### src/rtl/prio_arb_mux.sv
// Registered valid/ready arbiter-mux: picks one source channel per cycle
// (fixed priority or round-robin) and holds the winning beat in an output register.
module prio_arb_mux #(
   parameter int INPUTS      = 19,
   parameter int WIDTH       = 32,
   parameter int ROUND_ROBIN = 0,
   parameter int IDXW        = (INPUTS > 1) ? $clog2(INPUTS) : 1
) (
   input  logic                           clk,
   input  logic                           rst,
   input  logic [INPUTS-1:0]              i_valid,
   input  logic [INPUTS-1:0][WIDTH-1:0]   i_data,
   output logic [INPUTS-1:0]              i_ready,
   output logic                           o_valid,
   output logic [WIDTH-1:0]               o_data,
   output logic [IDXW-1:0]                o_index,
   output logic [INPUTS-1:0]              o_grant,
   input  logic                           o_ready
);

   logic                 o_valid_q, o_valid_d;
   logic [WIDTH-1:0]     o_data_q, o_data_d;
   logic [IDXW-1:0]      o_index_q, o_index_d;
   logic [INPUTS-1:0]    o_grant_q, o_grant_d;
   logic [IDXW-1:0]      ptr_q, ptr_d;

   logic                 load;
   logic [INPUTS-1:0]    hi_mask;
   logic [INPUTS-1:0]    masked;
   logic [INPUTS-1:0]    sel;
   logic [IDXW-1:0]      win;
   logic [INPUTS-1:0]    win_oh;
   logic [WIDTH-1:0]     win_data;

   // Requests at or above ptr take precedence; otherwise wrap to the lowest index.
   // With ptr pinned at 0 this collapses to plain fixed priority.
   always_comb begin
      hi_mask = '0;
      for (int k = 0; k < INPUTS; k++) begin
         hi_mask[k] = (k >= int'(ptr_q));
      end
      masked = i_valid & hi_mask;
      sel    = (|masked) ? masked : i_valid;

      win = '0;
      for (int k = INPUTS - 1; k >= 0; k--) begin
         if (sel[k]) win = IDXW'(k);
      end

      win_oh   = '0;
      win_data = '0;
      for (int k = 0; k < INPUTS; k++) begin
         if (win == IDXW'(k)) begin
            win_oh[k] = 1'b1;
            win_data  = i_data[k];
         end
      end
   end

   assign load    = ~o_valid_q | o_ready;
   assign i_ready = win_oh & i_valid & {INPUTS{load & ~rst}};

   always_comb begin
      o_valid_d = o_valid_q;
      o_data_d  = o_data_q;
      o_index_d = o_index_q;
      o_grant_d = o_grant_q;
      ptr_d     = ptr_q;
      if (load) begin
         if (|i_valid) begin
            o_valid_d = 1'b1;
            o_data_d  = win_data;
            o_index_d = win;
            o_grant_d = win_oh;
            if (ROUND_ROBIN != 0) begin
               ptr_d = (win == IDXW'(INPUTS - 1)) ? '0 : win + IDXW'(1);
            end else begin
               ptr_d = '0;
            end
         end else begin
            o_valid_d = 1'b0;
         end
      end
   end

   always_ff @(posedge clk) begin
      if (rst) begin
         o_valid_q <= 1'b0;
         o_data_q  <= '0;
         o_index_q <= '0;
         o_grant_q <= '0;
         ptr_q     <= '0;
      end else begin
         o_valid_q <= o_valid_d;
         o_data_q  <= o_data_d;
         o_index_q <= o_index_d;
         o_grant_q <= o_grant_d;
         ptr_q     <= ptr_d;
      end
   end

   assign o_valid = o_valid_q;
   assign o_data  = o_data_q;
   assign o_index = o_index_q;
   assign o_grant = o_grant_q;

endmodule

### config.mk
export PLATFORM = sky130hd
export DESIGN_NAME = prio_arb_mux
export DESIGN_NICKNAME = d
export VERILOG_FILES = /design/src/rtl/prio_arb_mux.sv
export SDC_FILE = /design/constraint.sdc
export NUM_CORES = 1
export LEC_CHECK = 0
export CORE_AREA = 3 3 273 275
export CTS_BUF_LIST = sky130_fd_sc_hd__clkbuf_8
export DETAILED_ROUTE_END_ITERATION = 12
export DIE_AREA = 0 0 276 278
export PLACE_DENSITY_LB_ADDON = 0.1
export SLEW_MARGIN = 40
export SYNTH_ARGS = -nofsm -noshare
export SYNTH_HDL_FRONTEND = slang
export SYNTH_SLANG_ARGS = --single-unit
### constraint.sdc
create_clock -name clk -period 4.1 [get_ports clk]
set_input_delay 0.615 -clock clk [delete_from_list [all_inputs] [get_ports clk]]
set_output_delay 0.615 -clock clk [all_outputs]
set_load 0.005 [all_outputs]
==> results.md <==
- Net switching is 36.59% of the power.
- The first element of the critical path is i_valid[15].
- The global router's overall resource usage is between 20% and 30%.
- The max-capacitance violation count is 0.
- For the final database, setup skew stands at between 0.015 and 0.02 ns.
- Once the floorplan was initialized, standard cells occupied 11.34% of the core.
- The summed instance area of the synthesized netlist is 0.008234 mm².
- The number of synthesized register bits is 57.
- In this run the critical register-to-register path is launched from o_valid.
- For the worst flop-to-flop path, the logic depth is 10.
- Combinational logic burns between 50% and 60% of the power.
- For this design the top-level I/O count stands at between 700 and 800.
- During placement, the flow inserted port buffers numbering 705.
- For this run, the top clock speed supported by timing is 0.2483 GHz.
- Counting the buffers created by CTS gives 9.
- The worst hold path terminates at o_grant[2].
- Data on the critical path arrives at its endpoint at 4.31 ns.
- The number of routed nets with antenna violations is 0.
- The area of the core is approximately 0.073 mm².
- The commonest cells after synthesis are sky130_fd_sc_hd__nand2_1 (139), sky130_fd_sc_hd__nor2_1 (94), sky130_fd_sc_hd__a21oi_1 (86).
- The first-pass iteration count of the detailed router is 5.
- The vias per cell is ~4.8.
- The via count of the first global-routing pass is ~15,000.
- The TritonCTS clock tree is done.
- The quantity of hold-fixing buffers added after cts is 0.
- The area growth from synthesis to final layout is 128.0%.
- Summed over all instances, the cell type with the most area after synthesis is sky130_fd_sc_hd__dfxtp_1.
- The count of synthesis-stage warnings from yosys is 0.
- The area of the die is 0.07673 mm².
- The buffer depth of the longest clock path is 2.
- The actual slew at the worst max-slew pin is 0.8807 ns.
- The maximum net fanout on the critical path is 16.
- In this run the critical register-to-register path is captured at o_data[18].
- The fraction of synthesis flops using an asynchronous set or reset pin is 0%.
- The die is 276 µm wide.
- Summed over all cells, the static leakage comes to 6.733 nW.
- The worst hold path belongs to the class register to register.
- After detailed routing, the number of remaining DRC violations is 0.
- Entering global routing, the biggest net connects 38 pins.
- After the last flow step, the layout net total stands at roughly 2,700.
- The number of instances on the worst hold path is 2.
- The number of sinks driven by the clock tree is 57.
- The normalized max-slew margin is 41.29%.
- In this run the power density over the cells is 154.9 mW/mm².
- The worst setup path is launched from an input pin.
- Counting flops with a built-in enable in the synthesized netlist gives 0.
- In the finished design, the share of the clock period the worst path needs comes to 98.23%.
- The reported net switching power is 1.064 mW.
- After floorplanning, the core was divided into 99 placement rows.
- The proportion of power drawn by the clock network is a little under a quarter.
- The unique cell type count in the Yosys netlist is 85.
- The post-synthesis instance total is 1,183.
- After detailed routing, the average wire length per cell comes to roughly 35 µm.
- In this run the most critical hold path is launched from o_grant[2].
- The critical path is of the input pin to register type.
- By area the synthesized netlist is led by sky130_fd_sc_hd__dfxtp_1 (14%), sky130_fd_sc_hd__nand2_1 (6.3%), sky130_fd_sc_hd__a21oi_1 (5.2%).
- A synthesized cell averages about 7 µm².
- The first-pass GRT wire length is 137.1 mm.
- The worst path needs 4.028 ns of the cycle, external delays included.
- The internal portion of the total power is 1.844 mW.
- The clock transition at the register clock pins on the worst setup and hold paths after CTS is around 0.080 ns.
- Clock latency on the worst-skew pair, taken at its later pin, is 0.43 ns.
- Yosys instantiated no cell more often than sky130_fd_sc_hd__nand2_1.
- The number of antenna violations at the first check in global routing is 25.
- The sequential cell area fraction in the yosys report is 13.86%.
- After synthesis, the largest area contributor takes up 13.86% of total cell area.
- The total via count after detailed routing is 14,424.
- The max-slew violation count was 0.
- The wire-length estimate of the detail-placed layout is about 90 mm.
- The final-report hold violation count is 0.
- The number of DRC violations after detailed-routing iteration 0 is 1,013.
- The run finished with clean final reports.
- The worst-case IR drop observed on VDD is 0.1053 mV.
- Summed over all layers, the routed wires come to 104.6 mm.
- In this run the vertical extent of the chip is about 280 µm.
- The most used flip-flop cell after synthesis is sky130_fd_sc_hd__dfxtp_1.
- The net count after synthesis is 1,813.
- CTS placed an instance of sky130_fd_sc_hd__clkbuf_8 at the clock tree root.
- Total power for the finished layout comes to 2.907 mW.
- The H-tree was split into 3 levels.
- Cells with a size suffix above 1 make up 17.95% of the layout.
- The share of total power dissipated in sequential elements is 21.4%.
- Setup violations remaining at the end of the flow were counted as 0.
- The aggregate global routing overflow is 0.
- Setup repair after global routing left no endpoint under its margin.
- Setup total negative slack on the finished layout was measured at 0 ns.
- STA classifies the critical path endpoint as a register.
- The setup slack of the most critical reg-to-reg path is between 1 and 1.5 ns.
- Routability-driven placement finished with a final weighted congestion of 0.8748.
- Measured on the finished design, the core utilization comes to 25.87%.
- The required time of the worst setup path is about 4.4 ns.
-- power groups by stage --
stage	clock network [mW]	registers [mW]	logic [mW]
2_1_floorplan	0	0.620	0.395
3_3_place_gp	0	0.634	1.58
3_5_place_dp	0	0.634	1.58
4_1_cts	0.736	0.621	1.59
5_1_grt	0.748	0.624	1.66
6_report	0.698	0.623	1.59
-- flip-flops by register name, indices dropped and copies added (netlist names) --
name,count
o_data,32
o_grant,19
o_index,5
o_valid,1
-- layout make-up --
cell class / instances / area [µm²]
fill: 8095 / 53810
timing repair buffer: 971 / 9349
multi-input combinational: 999 / 6777
tap: 959 / 1200
sequential: 57 / 1141
clock buffer: 10 / 137.6
clock inverter: 6 / 90.09
inverter: 13 / 48.80
antenna: 13 / 32.53
-- cells by family (layout without fill, tap and decap cells) --
logic type | Yosys count | after routing | share of synthesized area (%)
AO/OA/AOI/OAI | 539 | 539 | 48.11
buffers and inverters | 127 | 1000 | 7.142
other | 0 | 13 | 0
flip-flops | 57 | 57 | 13.86
multiplexers | 39 | 39 | 4.923
AND/OR/NAND/NOR | 421 | 421 | 25.97
-- worst max path at each step --
stage,endpoint,slack [ns],cells past startpoint
after global placement,o_data[1],-1.0,11
after detailed placement,o_data[26],-0.42,12
after CTS,i_ready[14],0.02,9
final,o_data[24],0.07,15
after floorplan,i_ready[5],0.81,8
after global routing,i_ready[2],0.002,8
-- worst max-delay path, cell delays in order --
cell and delay, ns:
sky130_fd_sc_hd__clkdlybuf4s50_1 0.44, sky130_fd_sc_hd__buf_4 0.18, sky130_fd_sc_hd__nor4_2 0.44, sky130_fd_sc_hd__buf_4 0.22, sky130_fd_sc_hd__nand4_1 0.16, sky130_fd_sc_hd__buf_4 0.22, sky130_fd_sc_hd__o21ai_4 0.36, sky130_fd_sc_hd__buf_12 0.22
sky130_fd_sc_hd__nor3_4 0.06, sky130_fd_sc_hd__buf_12 0.15, sky130_fd_sc_hd__buf_4 0.18, sky130_fd_sc_hd__a22oi_1 0.15, sky130_fd_sc_hd__nor2_1 0.07, sky130_fd_sc_hd__a21oi_1 0.68, sky130_fd_sc_hd__o21ai_1 0.13
-- per-stage QoR --
stage / instances / hold slack, ns / worst slack (ns) / cell area (µm²)
2_1_floorplan: 1183 / 0.4482 / 0.8115 / 8234
3_3_place_gp: 2995 / 0.4439 / -0.9971 / 18400
3_5_place_dp: 2997 / 0.4467 / -0.4183 / 18420
4_1_cts: 3014 / 0.4586 / 0.01803 / 18680
5_1_grt: 3020 / 0.4706 / 0.001768 / 18760
6_report: 3028 / 0.4568 / 0.07249 / 18780
-- cell usage in the layout (no fill, tap or decap), drive strengths merged, types with 6 or more instances in the layout --
cell / instances
a32oi: 18
nor3b: 11
a31oi: 19
clkdlybuf4s50: 703
nand4: 15
a221o: 23
nand2: 141
o22a: 12
mux2: 12
a211oi: 34
o21ai: 102
a21oi: 89
or3: 15
o2111ai: 10
nand3: 27
o211ai: 15
and3: 29
diode: 13
dfxtp: 57
o22ai: 27
a311o: 8
inv: 14
a22o: 14
a221oi: 48
nor3: 32
nand2b: 12
buf: 267
nor2: 95
clkbuf: 10
nor4: 20
or4: 8
a22oi: 33
nor2b: 6
and2: 8
o31ai: 12
mux2i: 27
o221ai: 25
-- layer usage --
layer  share of wire, %  track usage, %  wire length [µm]  vias to the layer above
met5               0.17               0               173                        -
met4                1.8           4.807              1900                       26
met3                6.3           6.778              6549                       86
met2                 51           47.85             53510                      630
met1                 41           30.66             42510                     7201
li1                   -               -                 -                     6481
-- repair_timing --
action / in CTS / in global routing
pin swaps: 2 / 3
hold endpoints to repair: 0 / 0
gates resized for setup: 5 / 12
endpoints found under the setup margin: 5 / 9
buffers inserted: 1 / 1
No activity file was read; power rests on OpenSTA's default activity.
